**src/rtl/sevenseg_scan_pkg.sv**
```systemverilog
// Shared definitions for the seven-segment scanner: character codes,
// the active-low segment table and the display-set record.
package sevenseg_pkg;

  localparam logic [3:0] CH_B     = 4'hA;
  localparam logic [3:0] CH_C     = 4'hB;
  localparam logic [3:0] CH_P     = 4'hC;
  localparam logic [3:0] CH_E     = 4'hD;
  localparam logic [3:0] CH_DASH  = 4'hE;
  localparam logic [3:0] CH_BLANK = 4'hF;

  localparam logic [6:0] SEG_BLANK = 7'h7F;

  // Indexed directly by character code; bit 0 is segment a, bit 6 is g.
  localparam logic [15:0][6:0] SEG_TABLE = {
    7'b1111111,  // F blank
    7'b0111111,  // E dash
    7'b0000110,  // D E
    7'b0001100,  // C P
    7'b1000110,  // B C
    7'b0000011,  // A b
    7'b0010000,  // 9
    7'b0000000,  // 8
    7'b1111000,  // 7
    7'b0000010,  // 6
    7'b0010010,  // 5
    7'b0011001,  // 4
    7'b0110000,  // 3
    7'b0100100,  // 2
    7'b1111001,  // 1
    7'b1000000   // 0
  };

  typedef struct packed {
    logic [31:0] chars;
    logic [7:0]  blank_mask;
    logic [7:0]  blink_mask;
  } disp_set_t;

  localparam disp_set_t DISP_RESET = '{
    chars:      32'hFFFF_FFFF,
    blank_mask: 8'h00,
    blink_mask: 8'h00
  };

endpackage

```
**src/rtl/sevenseg_scan_if.sv**
```systemverilog
// Connection between the game FSM (master) and the display scanner (slave).
interface sevenseg_scan_if;

  logic        load;
  logic [31:0] chars;
  logic [7:0]  blank_mask;
  logic [7:0]  blink_mask;
  logic [7:0]  an;
  logic [6:0]  digit;
  logic        frame_done;

  modport master (
    output load, chars, blank_mask, blink_mask,
    input  an, digit, frame_done
  );

  modport slave (
    input  load, chars, blank_mask, blink_mask,
    output an, digit, frame_done
  );

endinterface

```
**src/rtl/sevenseg_scan_decode.sv**
```systemverilog
// Combinational character-code to active-low segment pattern lookup.
module sevenseg_decode
  import sevenseg_pkg::*;
(
  input  logic [3:0] code,
  output logic [6:0] seg
);

  always_comb begin
    seg = SEG_TABLE[code];
  end

endmodule

```
**src/rtl/sevenseg_scan.sv**
```systemverilog
// Eight-digit multiplexed seven-segment driver with frame-synchronous
// double buffering, per-digit blanking/blinking and a dead band per slot.
module sevenseg_scan
  import sevenseg_pkg::*;
#(
  parameter int REFRESH_DIV = 100_000,
  parameter int DEAD        = 4,
  parameter int BLINK_DIV   = 25_000_000
) (
  input  logic            clock,
  input  logic            reset,
  sevenseg_scan_if.slave  bus
);

  localparam int DIV_W = (REFRESH_DIV > 1) ? $clog2(REFRESH_DIV) : 1;
  localparam int BLK_W = (BLINK_DIV > 1) ? $clog2(BLINK_DIV) : 1;

  localparam logic [DIV_W-1:0] DIV_LAST   = DIV_W'(REFRESH_DIV - 1);
  localparam logic [DIV_W-1:0] DEAD_CNT   = DIV_W'(DEAD);
  localparam logic [BLK_W-1:0] BLINK_LAST = BLK_W'(BLINK_DIV - 1);

  logic [DIV_W-1:0] div;
  logic [2:0]       idx;
  logic [BLK_W-1:0] bcnt;
  logic             bphase;

  disp_set_t shadow;
  disp_set_t active;
  logic      pending;

  logic slot_end;
  logic frame_wrap;

  logic [3:0] cur_code;
  logic       cur_dark;
  logic [6:0] cur_seg;

  logic [7:0] an_next;
  logic [6:0] digit_next;

  logic [7:0] an_q;
  logic [6:0] digit_q;
  logic       frame_done_q;

  assign slot_end   = (div == DIV_LAST);
  assign frame_wrap = slot_end && (idx == 3'd7);

  always_ff @(posedge clock or posedge reset) begin
    if (reset) begin
      div <= '0;
      idx <= '0;
    end else if (slot_end) begin
      div <= '0;
      idx <= idx + 3'd1;
    end else begin
      div <= div + DIV_W'(1);
    end
  end

  always_ff @(posedge clock or posedge reset) begin
    if (reset) begin
      bcnt   <= '0;
      bphase <= 1'b0;
    end else if (bcnt == BLINK_LAST) begin
      bcnt   <= '0;
      bphase <= ~bphase;
    end else begin
      bcnt <= bcnt + BLK_W'(1);
    end
  end

  // The wrap consumes whatever was pending before this edge; a load on the
  // same edge re-arms pending so it lands one frame later.
  always_ff @(posedge clock or posedge reset) begin
    if (reset) begin
      shadow  <= DISP_RESET;
      active  <= DISP_RESET;
      pending <= 1'b0;
    end else begin
      if (frame_wrap && pending) begin
        active <= shadow;
      end
      if (bus.load) begin
        shadow  <= '{chars:      bus.chars,
                     blank_mask: bus.blank_mask,
                     blink_mask: bus.blink_mask};
        pending <= 1'b1;
      end else if (frame_wrap) begin
        pending <= 1'b0;
      end
    end
  end

  assign cur_code = active.chars[{idx, 2'b00} +: 4];
  assign cur_dark = active.blank_mask[idx]
                  | (active.blink_mask[idx] & bphase)
                  | (cur_code == CH_BLANK);

  sevenseg_decode u_decode (
    .code (cur_code),
    .seg  (cur_seg)
  );

  always_comb begin
    an_next    = 8'hFF;
    digit_next = SEG_BLANK;
    if (div >= DEAD_CNT) begin
      an_next = ~(8'd1 << idx);
      if (!cur_dark) begin
        digit_next = cur_seg;
      end
    end
  end

  always_ff @(posedge clock or posedge reset) begin
    if (reset) begin
      an_q         <= 8'hFF;
      digit_q      <= SEG_BLANK;
      frame_done_q <= 1'b0;
    end else begin
      an_q         <= an_next;
      digit_q      <= digit_next;
      frame_done_q <= frame_wrap;
    end
  end

  assign bus.an         = an_q;
  assign bus.digit      = digit_q;
  assign bus.frame_done = frame_done_q;

  // At most one anode may ever be enabled.
  assert property (@(posedge clock) disable iff (reset) $countones(~an_q) <= 1);

endmodule

```
**src/flat_wrapper.sv**
```systemverilog
// flat-port wrapper written by rule: the top's interface ports become plain ports
module sevenseg_scan_flat import sevenseg_pkg::*;
#(
  parameter int REFRESH_DIV = 100_000,
  parameter int DEAD        = 4,
  parameter int BLINK_DIV   = 25_000_000
)
  (clock, reset, bus_load, bus_chars, bus_blank_mask, bus_blink_mask, bus_an, bus_digit, bus_frame_done);
  sevenseg_scan_if bus_i ();
  input  logic clock;
  input  logic reset;
  input wire logic [$bits(bus_i.load)-1:0] bus_load;
  input wire logic [$bits(bus_i.chars)-1:0] bus_chars;
  input wire logic [$bits(bus_i.blank_mask)-1:0] bus_blank_mask;
  input wire logic [$bits(bus_i.blink_mask)-1:0] bus_blink_mask;
  output wire logic [$bits(bus_i.an)-1:0] bus_an;
  output wire logic [$bits(bus_i.digit)-1:0] bus_digit;
  output wire logic [$bits(bus_i.frame_done)-1:0] bus_frame_done;
  assign bus_i.load = bus_load;
  assign bus_i.chars = bus_chars;
  assign bus_i.blank_mask = bus_blank_mask;
  assign bus_i.blink_mask = bus_blink_mask;
  assign bus_an = bus_i.an;
  assign bus_digit = bus_i.digit;
  assign bus_frame_done = bus_i.frame_done;
  sevenseg_scan #(.REFRESH_DIV(REFRESH_DIV), .DEAD(DEAD), .BLINK_DIV(BLINK_DIV)) u_core (.clock(clock), .reset(reset), .bus(bus_i));
endmodule
```
**config.mk**
```make
export PLATFORM = sky130hd
export DESIGN_NAME = sevenseg_scan_flat
export DESIGN_NICKNAME = d
export VERILOG_FILES = /design/src/rtl/sevenseg_scan_pkg.sv /design/src/rtl/sevenseg_scan_if.sv /design/src/rtl/sevenseg_scan_decode.sv /design/src/rtl/sevenseg_scan.sv /design/src/flat_wrapper.sv
export SDC_FILE = /design/constraint.sdc
export NUM_CORES = 1
export LEC_CHECK = 0
export CORE_UTILIZATION = 30
export CTS_CLUSTER_SIZE = 16
export DETAILED_ROUTE_END_ITERATION = 16
export MAX_ROUTING_LAYER = met4
export SYNTH_ARGS = -nofsm -noshare
export SYNTH_HDL_FRONTEND = slang
export SYNTH_HIERARCHICAL = 1
export SYNTH_SLANG_ARGS = --single-unit
```
**constraint.sdc**
```tcl
create_clock -name clock -period 4.3 [get_ports clock]
set_input_delay 0.43 -clock clock [delete_from_list [all_inputs] [get_ports clock]]
set_output_delay 0.43 -clock clock [all_outputs]
set_load 0.05 [all_outputs]
```
==> flow_summary_export.csv, run 1 <==
group,metric,value,unit
worst_setup_path,critPathKind,"flop to flop",
synth,synth_async_sr_flop_share,100,%
finish,n_antenna_cell,0,
timing,setup_slack,1680,ps
synth,avgSynthCellArea,13.6,um^2
power,p_seq_share,50.2,%
finish,fillers,2246,
clocking,post_cts_buffers,0,
timing,hold_violations,0,
clocking,cts_root_buf,"clkbuf_16",
floorplan,initial_core_util,30.5,%
drt,drtIter0Drc,242,
place,portBuffers,66,
timing,clock.fmax,381,MHz
timing,setup_viol,0,
worst_setup_path,rr_endpoint,"u_core/bus.digit[4]",
power,vdd_drop_max,0.000275,V
floorplan,die_height,157,um
floorplan,num_rows,56,
synth,yosysUniqueCellTypes,44,
synth,syn-cell-area,7170,um^2
clocking,clock_sinks,159,
drt,wl_per_cell,15.0,um
drt,routed_via_density,4.66,
worst_hold_path,hold_path_end,"u_core/bcnt[0]",
timing,slew_violations,0,
worst_setup_path,ff2ff_setup_slack,1680,ps
clocking,worstSkewPairLatency,420,ps
synth,ys_warn_count,6,
timing,max-slew-margin-rel,25.2,%
clocking,h-tree-depth,4,
place,post-dp-hpwl,10100,um
grt,globalRoute.totalOverflow,0,
floorplan,die-area,24500,um^2
timing,skew,9.96,ps
worst_setup_path,r2r_cells,7,
power,powerDensity,363,nW/um^2
synth,yosys-top-cells-area,"dfstp_2, dfrtp_1, mux2_2, mux2_4, mux4_2",
finish,nets,664,
timing,rsz0062_at_grt,"false",
synth,ys_seq_elements,159,
synth,synth_top_cell_by_area,"dfstp_2",
drt,drc,0,
grt,groute.usage.overall,12.7,%
job,cap_violations,0,
synth,synthTopCellsByCount,"dfrtp_1, mux2_2, dfstp_2",
place,place_ws,1640,ps
timing,post-route-period-util,61.0,%
drt,vias,4333,
worst_setup_path,startpoint_type,"flop",
drt,first_pass_iters,4,
power,p_leak,0.00360,uW
status,run_status,"complete, no violations",
synth,syn_inst,526,
timing,tightest_slew,1120,ps
clocking,cts_buffers,17,
synth,yosysSeqAreaShare,56.9,%
power,p_switching,675,uW
floorplan,core_area,23500,um^2
timing,setup_tns,0,ps
power,pwr-share-clk,45.4,%
clocking,clk_pin_slew,60,ps
power,p_comb_share,4.4,%
floorplan,die_w,157,um
worst_setup_path,rr_startpoint,"u_core/idx[0]",
clocking,clock_path_buffers,2,
worst_setup_path,required,4620,ps
synth,ys.flop_type,"dfrtp_1",
synth,synth_edf_count,0,
worst_hold_path,hold_depth,1,
power,p_int,2500,uW
drt,ant_nets,0,
grt,grt_pass1_vias,4450,
grt,antenna_found_initial,0,
grt,grt_first_pass_wirelength,23100,um
synth,synth_top_area_share,29.0,%
timing,layout_min_cycle_time,2620,ps
clocking,cts_resized,0,
clocking,ctsHoldBuffers,0,
floorplan,io_pins,67,
worst_hold_path,hp-start,"u_core/bcnt[0]",
worst_hold_path,hold_class,"flop to flop",
finish,layout-drive-gt1-share,37.7,%
synth,synth_nets,593,
clocking,cts_tree,"yes",
finish,syn_to_final_growth,22.0,%
worst_setup_path,arrival,2940,ps
drt,wl,14000,um
grt,grt_max_degree,65,
worst_setup_path,path_max_fanout,8,
place,gp_routability_congestion,0.784,
worst_setup_path,end_kind,"flop",
power,swShare,21.3,%
==> area by class of cell <==
cell class / instances / area [um^2] / share of cell area (%)
sequential: 159 / 4080 / 46.6
multi-input combinational: 331 / 2920 / 33.4
timing repair buffer: 72 / 713 / 8.15
clock buffer: 18 / 429 / 4.91
tap: 319 / 399 / 4.56
clock inverter: 14 / 143 / 1.63
inverter: 16 / 63.8 / 0.730
==> power groups by stage <==
stage               sequential, uW  combinational, uW  clock (uW)
global placement              1620                140           0
floorplan                     1610               77.8           0
global route                  1600                155        1550
finish                        1590                140        1440
CTS                           1590                145        1490
detailed placement            1620                144           0
==> metrics by stage <==
step	std cells	hold slack, ps	area, um^2	util, %	power [uW]
final	929	472	8750	37.3	3180
after detailed placement	897	468	8180	34.8	1760
after CTS	929	477	8750	37.3	3230
after global routing	929	502	8750	37.3	3310
after floorplan	526	447	7170	-	1680
after global placement	897	459	8180	34.8	1760
==> state kept, by name, summed over array words and instances (netlist names) <==
signal and count:
u_core/active 48, u_core/bphase 1, u_core/bcnt 25, u_core/bus.an 8, u_core/idx 3, u_core/bus.digit 7, u_core/pending 1, u_core/shadow 48
u_core/bus.frame_done 1, u_core/div 17
==> critical path: stages (launching register included) <==
cell	delay, ps
dfrtp_1	630
mux4_2	550
mux2_2	340
inv_1	150
ha_1	170
inv_1	50
mux4_2	440
nand4b_1	190
==> layout by cell type (no fill, tap or decap), types with 14 or more instances in the layout <==
cell,instances
dfrtp_1,80
nand3_1,18
nor2_1,23
nand2_1,26
xor2_1,14
clkdlybuf4s50_1,65
ha_1,16
dfstp_2,79
inv_1,14
a21oi_1,14
clkbuf_16,17
mux2_2,80
xnor2_1,15
mux2_4,20
==> how the worst max path moves through the flow <==
| stage | start | end | slack (ps) | cells past startpoint |
|---|---|---|---|---|
| 2_1_floorplan | u_core/idx[0] | u_core/bus.digit[4] | 1880 | 8 |
| 3_3_place_gp | u_core/idx[0] | u_core/bus.digit[4] | 1750 | 7 |
| 3_5_place_dp | u_core/idx[0] | u_core/bus.digit[4] | 1640 | 7 |
| 4_1_cts | u_core/idx[0] | u_core/bus.digit[4] | 1640 | 7 |
| 5_1_grt | u_core/idx[0] | u_core/bus.digit[4] | 1490 | 7 |
| 6_report | u_core/idx[0] | u_core/bus.digit[4] | 1680 | 7 |
==> metal layers <==
| metal | global-route usage [%] | wire (um) | up-vias |
|---|---|---|---|
| li1 | - | - | 2035 |
| met4 | 5.28 | 265 | 0 |
| met1 | 16.3 | 6530 | 2190 |
| met3 | 2.74 | 500 | 16 |
| met5 | - | 0 | - |
| met2 | 19.4 | 6680 | 92 |
==> cells by family (layout without fill, tap and decap cells) <==
group                      after synthesis  count (layout)  synth area share (%)
muxes                                  114             114                  20.6
DFF                                    159             159                  56.9
AOI/OAI and AO/OA                       42              42                  3.58
and+or+nand+nor                        130             130                  10.2
xor gates and xnor gates                29              29                  3.54
buffers and inverters                   36             120                  2.34
adders and majority gates               16              16                  2.79
Power figures use the tool's default switching activity.
==> run 2: changes to the inputs <==
==> constraint.sdc (replaced) <==
create_clock -name clock -period 2.44 [get_ports clock]
set_input_delay 0.244 -clock clock [delete_from_list [all_inputs] [get_ports clock]]
set_output_delay 0.244 -clock clock [all_outputs]
set_load 0.05 [all_outputs]
==> flow_summary_export.csv, run 2 (synthesized netlist as in run 1, its figures left out) <==
group,metric,value,unit
status,run_status,"complete, no violations",
worst_setup_path,r2r_cells,8,
place,post-dp-hpwl,10600,um
finish,layout-drive-gt1-share,39.3,%
timing,post-route-period-util,94.9,%
drt,vias,4383,
timing,layout_min_cycle_time,2320,ps
worst_setup_path,ff2ff_setup_slack,120,ps
clocking,clk_pin_slew,60,ps
timing,tightest_slew,613,ps
floorplan,initial_core_util,30.5,%
clocking,cts_buffers,17,
timing,skew,10.8,ps
floorplan,io_pins,67,
worst_setup_path,rr_endpoint,"u_core/bus.digit[4]",
clocking,cts_root_buf,"clkbuf_16",
worst_setup_path,end_kind,"flop",
finish,n_antenna_cell,0,
clocking,h-tree-depth,4,
place,gp_routability_congestion,0.861,
worst_setup_path,path_max_fanout,7,
grt,groute.usage.overall,13.2,%
finish,design_area,8840,um^2
floorplan,core_area,23500,um^2
drt,ant_nets,0,
clocking,clock_path_buffers,2,
drt,first_pass_iters,4,
timing,rsz0062_at_grt,"false",
power,p_leak,0.00368,uW
grt,grt_max_degree,97,
floorplan,die_w,157,um
floorplan,num_rows,56,
floorplan,die-area,24500,um^2
finish,nets,672,
worst_setup_path,arrival,2640,ps
timing,hold_violations,0,
worst_setup_path,critPathKind,"flop to flop",
drt,drc,0,
timing,slew_violations,0,
finish,syn_to_final_growth,23.3,%
grt,grt_pass1_vias,4713,
worst_setup_path,rr_startpoint,"u_core/idx[0]",
timing,setup_viol,0,
grt,globalRoute.totalOverflow,0,
drt,wl,14400,um
clocking,cts_tree,"yes",
power,powerDensity,624,nW/um^2
drt,wl_per_cell,15.3,um
floorplan,die_height,157,um
worst_setup_path,required,2760,ps
timing,max-slew-margin-rel,59.1,%
clocking,worstSkewPairLatency,420,ps
power,vdd_drop_max,0.000432,V
place,post_dp_cell_area,8270,um^2
place,portBuffers,66,
worst_hold_path,hold_class,"input port to asynchronous set/reset pin",
finish,utilization,37.7,%
job,cap_violations,0,
clocking,clock_sinks,159,
finish,most-common-layout-cells,"dfrtp_1, dfstp_2, mux2_2, clkdlybuf4s50_1, nand2_1",
finish,reg_top3,"u_core/active (48), u_core/shadow (48), u_core/bcnt (25)",
drt,drtIter0Drc,246,
timing,setup_tns,0,ps
grt,antenna_found_initial,0,
worst_setup_path,startpoint_type,"flop",
timing,clock.fmax,432,MHz
grt,grt_first_pass_wirelength,24300,um
finish,mostFrequentLayoutCell,"dfrtp_1",
drt,routed_via_density,4.68,
run 2: changes by cell type in the layout (fill, tap and decap cells not counted), sizes merged:
cell      delta
clkinvlp     -4
clkinv       -1
inv          +7
buf          +8
bufinv       -2
run 2: worst max-delay path by stage:
stage,start,endpoint,slack (ps),cells after the start
after global routing,u_core/idx[0],u_core/bus.digit[4],20,8
after global placement,u_core/idx[0],u_core/bus.digit[4],60,8
after CTS,u_core/idx[0],u_core/bus.digit[4],10,8
final,u_core/idx[0],u_core/bus.digit[4],120,8
after floorplan,u_core/idx[0],u_core/bus.digit[4],20,8
after detailed placement,u_core/idx[0],u_core/bus.digit[4],20,8
run 2: final cells by class:
cell class / count / area (um^2)
Tap cell: 319 / 399
Sequential cell: 159 / 4080
Inverter: 16 / 63.8
Clock inverter: 14 / 103
Fill cell: 2226 / 14600
Clock buffer: 18 / 450
Timing Repair Buffer: 80 / 815
Multi-Input combinational cell: 331 / 2930
run 2: per-layer routing:
| metal | wire length [um] | GRT usage, % | up-vias |
|---|---|---|---|
| met1 | 7010 | 17.3 | 2238 |
| met3 | 439 | 2.96 | 14 |
| met4 | 169 | 4.39 | 0 |
| li1 | - | - | 2059 |
| met5 | 0 | - | - |
| met2 | 6760 | 20.2 | 72 |
run 2: critical path, stage by stage, from the launching register on:
cell and delay, ps:
dfrtp_1 360, buf_6 160, mux4_2 490, mux2_4 320, inv_2 100, ha_1 140
inv_1 30, mux4_2 440, nand4b_1 180
run 2: report_power, final:
group / internal, uW / switching (uW)
clock network: 1370 / 1080
logic: 151 / 99.1
registers: 2760 / 51.5
run 2: through the flow:
stage | total power [uW] | setup slack (ps) | cells | hold slack, ps
CTS | 5610 | 10.4 | 937 | 367
global route | 5730 | 18.8 | 937 | 399
detailed placement | 3110 | 17.8 | 905 | 472
finish | 5520 | 124 | 937 | 375
global placement | 3100 | 57.7 | 905 | 463
floorplan | 2970 | 21.9 | 526 | 396
run 2: timing repair:
item	4_1_cts	5_1_grt
buffers inserted	0	0
hold buffers	0	0
setup endpoints to repair	0	4
resized for setup	0	6
